[src/rtl/ysyx_2022040010_dsram_ctrl_pkg.sv]
// Shared definitions for the data-SRAM access stage: access-size encodings,
// controller state type and byte-mask helpers.
package ysyx_2022040010_dsram_ctrl_pkg;

   localparam logic [1:0] SZ_B = 2'b00;
   localparam logic [1:0] SZ_H = 2'b01;
   localparam logic [1:0] SZ_W = 2'b10;
   localparam logic [1:0] SZ_D = 2'b11;

   typedef enum logic [1:0] {
      IDLE    = 2'b00,
      ISSUE   = 2'b01,
      CAPTURE = 2'b10,
      RESP    = 2'b11
   } state_e;

   localparam logic [7:0] MASK_B = 8'h01;
   localparam logic [7:0] MASK_H = 8'h03;
   localparam logic [7:0] MASK_W = 8'h0F;
   localparam logic [7:0] MASK_D = 8'hFF;

   // Unshifted byte mask for an access size.
   function automatic logic [7:0] base_mask(input logic [1:0] size);
      case (size)
         SZ_B:    base_mask = MASK_B;
         SZ_H:    base_mask = MASK_H;
         SZ_W:    base_mask = MASK_W;
         default: base_mask = MASK_D;
      endcase
   endfunction

   // Address offset bits that must be zero for a naturally aligned access.
   function automatic logic [2:0] align_bits(input logic [1:0] size);
      case (size)
         SZ_B:    align_bits = 3'b000;
         SZ_H:    align_bits = 3'b001;
         SZ_W:    align_bits = 3'b011;
         default: align_bits = 3'b111;
      endcase
   endfunction

endpackage

[src/rtl/ysyx_2022040010_ld_align.sv]
// Load data alignment: shifts the addressed lane down to bit 0 and
// sign/zero-extends it according to the access size.
module ysyx_2022040010_ld_align
   import ysyx_2022040010_dsram_ctrl_pkg::*;
(
   input  logic [63:0] rdata_i,
   input  logic [2:0]  off_i,
   input  logic [1:0]  size_i,
   input  logic        unsigned_i,
   output logic [63:0] data_o
);

   logic [63:0] raw;
   logic        sx;

   // Lane extraction and extension; double-word ignores the unsigned flag.
   always_comb begin
      raw = rdata_i >> {off_i, 3'b000};
      sx  = ~unsigned_i;
      case (size_i)
         SZ_B:    data_o = {{56{sx & raw[7]}},  raw[7:0]};
         SZ_H:    data_o = {{48{sx & raw[15]}}, raw[15:0]};
         SZ_W:    data_o = {{32{sx & raw[31]}}, raw[31:0]};
         default: data_o = raw;
      endcase
   end

endmodule

[src/rtl/ysyx_2022040010_dsram_ctrl.sv]
// Data-memory access stage: one load/store at a time from EX/MEM to the
// data SRAM port, response to WB over a valid/ready handshake.
// Optional macro DSRAM_MISALIGN_EXC_EN: misaligned requests skip the SRAM
// and respond with resp_err=1; otherwise low offset bits are forced to 0.
module ysyx_2022040010_dsram_ctrl
   import ysyx_2022040010_dsram_ctrl_pkg::*;
#(
   parameter int ADDR_W = 64,
   parameter int DATA_W = 64
) (
   input  logic                clk,
   input  logic                rst,
   input  logic                req_valid,
   output logic                req_ready,
   input  logic                req_we,
   input  logic [1:0]          req_size,
   input  logic                req_unsigned,
   input  logic [ADDR_W-1:0]   req_addr,
   input  logic [DATA_W-1:0]   req_wdata,
   input  logic [4:0]          req_rd,
   output logic                resp_valid,
   input  logic                resp_ready,
   output logic [DATA_W-1:0]   resp_rdata,
   output logic [4:0]          resp_rd,
   output logic                resp_err,
   output logic                dsram_e,
   output logic                dsram_we,
   output logic [ADDR_W-1:0]   dsram_addr,
   output logic [DATA_W-1:0]   dsram_wdata,
   output logic [DATA_W/8-1:0] dsram_sel,
   input  logic [DATA_W-1:0]   dsram_rdata
);

   state_e              state_q, state_d;
   logic                we_q;
   logic [1:0]          size_q;
   logic                uns_q;
   logic [ADDR_W-1:3]   addr_q;
   logic [2:0]          off_q;
   logic [DATA_W-1:0]   wdata_q;
   logic [4:0]          rd_q;
   logic [DATA_W-1:0]   rdata_q;
   logic                err_q;

   logic [2:0]          eff_off;
   logic                go_err;
   logic [DATA_W-1:0]   ld_data;

`ifdef DSRAM_MISALIGN_EXC_EN
   assign eff_off = req_addr[2:0];
   assign go_err  = |(req_addr[2:0] & align_bits(req_size));
`else
   assign eff_off = req_addr[2:0] & ~align_bits(req_size);
   assign go_err  = 1'b0;
`endif

   ysyx_2022040010_ld_align u_ld_align (
      .rdata_i    (dsram_rdata),
      .off_i      (off_q),
      .size_i     (size_q),
      .unsigned_i (uns_q),
      .data_o     (ld_data)
   );

   // Next-state selection for the single-outstanding access sequence.
   always_comb begin
      state_d = state_q;
      case (state_q)
         IDLE:    if (req_valid) state_d = go_err ? RESP : ISSUE;
         ISSUE:   state_d = we_q ? RESP : CAPTURE;
         CAPTURE: state_d = RESP;
         RESP:    if (resp_ready) state_d = IDLE;
         default: state_d = IDLE;
      endcase
   end

   // State, request latch and response registers.
   always_ff @(posedge clk or posedge rst) begin
      if (rst) begin
         state_q <= IDLE;
         we_q    <= 1'b0;
         size_q  <= SZ_B;
         uns_q   <= 1'b0;
         addr_q  <= '0;
         off_q   <= '0;
         wdata_q <= '0;
         rd_q    <= '0;
         rdata_q <= '0;
         err_q   <= 1'b0;
      end else begin
         state_q <= state_d;
         if (state_q == IDLE && req_valid) begin
            we_q    <= req_we;
            size_q  <= req_size;
            uns_q   <= req_unsigned;
            addr_q  <= req_addr[ADDR_W-1:3];
            off_q   <= eff_off;
            wdata_q <= req_wdata;
            rd_q    <= req_rd;
            rdata_q <= '0;
            err_q   <= go_err;
         end else if (state_q == CAPTURE) begin
            rdata_q <= ld_data;
         end
      end
   end

   assign req_ready   = (state_q == IDLE);
   assign resp_valid  = (state_q == RESP);
   assign resp_rdata  = rdata_q;
   assign resp_rd     = rd_q;
   assign resp_err    = err_q;

   assign dsram_e     = (state_q == ISSUE);
   assign dsram_we    = dsram_e & we_q;
   assign dsram_addr  = dsram_e ? {addr_q, 3'b000} : '0;
   assign dsram_sel   = dsram_e ? (base_mask(size_q) << off_q) : '0;
   assign dsram_wdata = dsram_e ? (wdata_q << {off_q, 3'b000}) : '0;

endmodule

[config.mk]
export PLATFORM = sky130hd
export DESIGN_NAME = ysyx_2022040010_dsram_ctrl
export DESIGN_NICKNAME = d
export VERILOG_FILES = /design/src/rtl/ysyx_2022040010_dsram_ctrl_pkg.sv /design/src/rtl/ysyx_2022040010_ld_align.sv /design/src/rtl/ysyx_2022040010_dsram_ctrl.sv
export SDC_FILE = /design/constraint.sdc
export NUM_CORES = 1
export LEC_CHECK = 0
export BUFFER_PORTS_ARGS = -buffer_cell sky130_fd_sc_hd__buf_2
export CAP_MARGIN = 40
export CORE_AREA = 5 5 169 171
export DETAILED_ROUTE_END_ITERATION = 16
export DIE_AREA = 0 0 174 176
export GPL_TIMING_DRIVEN = 0
export PLACE_DENSITY = 0.78
export SLEW_MARGIN = 20
export SYNTH_ARGS = -nofsm -noshare
export SYNTH_HDL_FRONTEND = slang
export SYNTH_SLANG_ARGS = --single-unit
[constraint.sdc]
create_clock -name clk -period 7.51 [get_ports clk]
set_clock_uncertainty 0.05 [all_clocks]
set_input_delay 1.502 -clock clk [delete_from_list [all_inputs] [get_ports clk]]
set_output_delay 1.502 -clock clk [all_outputs]
set_load 0.1 [all_outputs]
==> out/metrics.cfg <==
[status]
status=complete, no violations

[setup_path]
path_max_fanout=10
critPathMaxStageDelay_ps=520
slowest_stage=clkbuf_1
required_ps=5960
cp-start-kind=register
end_kind=primary output
path_common_cell=buf_2
r2r-end=resp_rdata[21]$_DFFE_PP0P_
cp_top_family=buffers and inverters
r2r.worst_path.cells=8
cp.arrival_ps=3750
path_cells=buf_4 -> buf_2 -> buf_2 -> clkbuf_1 -> nand2_1 -> nor2_1 -> a21oi_1 -> nor2b_1 -> buf_2
r2r_slack_ps=4550
cp_num_buf_inv=5
crit_type=register to primary output
regToRegStartpoint=off_q[2]$_DFFE_PP0P_

[final_layout]
syn_to_final_growth_pct=26.8
nets=2078
fillers=2406
finalNonFillerCells=2230
layout-drive-gt1-share_pct=30.1
multi_input_area_um2=6850
seq_area_um2=5080
final_cell_area_um2=15800

[placed_design]
place_inst=2184
port_buffers=410
place_ws_ps=2820
gp_congestion=1.03
dp_hpwl_um=42800
post_dp_cell_area_um2=15000

[routing]
first_pass_iters=8
totalWireLength_um=55600
routedWlPerCell_um=24.9
viasPerCell=5.91
drc_errors=0
drtIter0Drc=1359
drt.antenna.violating_nets=0
vias=13200

[synth]
yosys_register_bits=203
synthCells=1426
ys.flop_type=dfrtp_1
synth_top_cell_by_area=dfrtp_1
netlist_area_um2=12500
synth-async-reset-ratio_pct=100
seq_area_frac_synth_pct=40.8
ys_types=46
syn_avg_cell_area_um2=8.74
ys_warn_count=0
synth_top_area_share_pct=40.8
synth-edff-count=0
synth.most_common_cell=nand2_1
synthTopCellsByArea=dfrtp_1, nand2_1, mux4_2, mux2i_1, and2_1
synth_commonest_cells=nand2_1, dfrtp_1, mux2i_1

[clock_network]
root_buffer=clkbuf_16
numCtsBuffers=24
cts_tree=yes
ctsHoldBuffers=0
cts_num_sinks=203
clk_path_buf_depth=3
post_cts_resized=0
cts_setup_buffers=0
cts.clk_slew.worst_paths_ps=60
worstSkewPairLatency_ps=530
htree_levels=1

[hold_path]
whs_endpoint=addr_q[49]$_DFFE_PP0P_
hp-class=register to register
holdPathStages=2
hold_path.startpoint=addr_q[49]$_DFFE_PP0P_

[grt]
first_global_vias=13300
overflow=0
antenna_found_initial=8
grt_usage_pct=34.9
grt_pass1_wl_um=81900
grt_max_degree=74

[sta]
finalSetupViolCount=0
setup_ws_ps=2200
grt_setup_unrepaired=false
post-route-period-util_pct=70.7
maxClockFrequency_mhz=188
relSlewSlack_pct=41.1
drv_slew=0
layout_min_cycle_time_ps=5310
max_slew.worst_pin.slew_ps=874
hold_violations=0

[floorplanning]
initial_core_util_pct=46.6
dieArea_um2=30600
fp.dieH_um=176
num_rows=60
core_area_um2=26700
io_pins=415
chipWidth_um=174

[job]
cap_violations=0

-- state kept, by name, summed over array words and instances, names as in the netlist --
signal      count
uns_q           1
we_q            1
addr_q         61
resp_rdata     64
off_q           3
size_q          2
state_q         2
wdata_q        64
resp_rd         5
-- layout by cell type (no fill, tap or decap), types with 5 or more instances in the layout --
cell / instances
buf_2: 437
o211ai_1: 30
dfrtp_1: 203
mux2_1: 9
a21oi_1: 54
mux2_2: 17
nor2_1: 69
o21a_1: 14
mux2i_1: 84
nor3_1: 13
and2_1: 80
clkbuf_1: 82
o22ai_1: 11
buf_1: 12
diode_2: 5
clkbuf_16: 24
o21ai_0: 36
a22oi_1: 10
mux4_2: 47
o21ai_1: 10
buf_4: 6
nand2b_1: 9
inv_1: 5
nand2_1: 482
nor2b_1: 27
a22o_1: 10
o221ai_1: 8
a211oi_1: 11
and3_1: 11
a2bb2oi_1: 15
a211oi_2: 13
-- routing by layer --
metal | GRT usage, % | routed length, µm | up-vias | share of wire, %
met5 | 0 | 47 | - | 0.084
met4 | 18.7 | 3390 | 8 | 6.1
met3 | 8.18 | 5520 | 179 | 9.9
met2 | 57.6 | 26300 | 876 | 47
met1 | 42.8 | 20400 | 6370 | 37
li1 | - | - | 5752 | -
-- cells by family (layout without fill, tap and decap cells) --
family,after synthesis,in the layout,share of synthesized area (%)
AND/OR/NAND/NOR,701,701,24.2
AO/OA/AOI/OAI,230,230,12.7
flip-flops,203,203,40.8
multiplexers,157,157,17.6
buffers and inverters,130,585,4.36
adder cells (fa/ha/maj),4,4,0.402
other,1,9,0.0301
-- cell type report --
type,count,area share [%]
multi-input combinational,1096,43.4
sequential,203,32.2
clock buffer,33,4.27
inverter,9,0.261
buffer,121,3.22
timing repair buffer,414,13.4
clock inverter,8,0.523
antenna,5,0.0792
tap,341,2.70
-- per-stage QoR --
step                      TNS (ps)  hold slack, ps  utilization, %
final                            0             414            59.1
after global routing             0             443            59.1
after CTS                        0             419            59.1
after detailed placement         0             405            56.2
after global placement     -410200             400            55.9
after floorplan                  0             387               -
-- worst min-delay path, delay by kind of cell, from the launching register on --
family | cells | cell delay (ps)
simple gates | 2 | 100
flops | 1 | 330
-- worst max-delay path by stage --
stage | slack [ps] | to | start | depth (start not counted)
6_report | 2200 | dsram_wdata[47] | off_q[1]$_DFFE_PP0P_ | 9
2_1_floorplan | 420 | addr_q[10]$_DFFE_PP0P_ | rst | 1
3_5_place_dp | 2820 | dsram_wdata[47] | off_q[1]$_DFFE_PP0P_ | 9
5_1_grt | 2180 | dsram_wdata[47] | off_q[1]$_DFFE_PP0P_ | 9
4_1_cts | 2250 | dsram_wdata[47] | off_q[1]$_DFFE_PP0P_ | 9
3_3_place_gp | -2060 | resp_rd[3]$_DFFE_PP0P_ | rst | 2
Power is left out: the tool's default activity adds up to more than one toggle a clock period on the data nets, which glitch-free logic cannot reach.
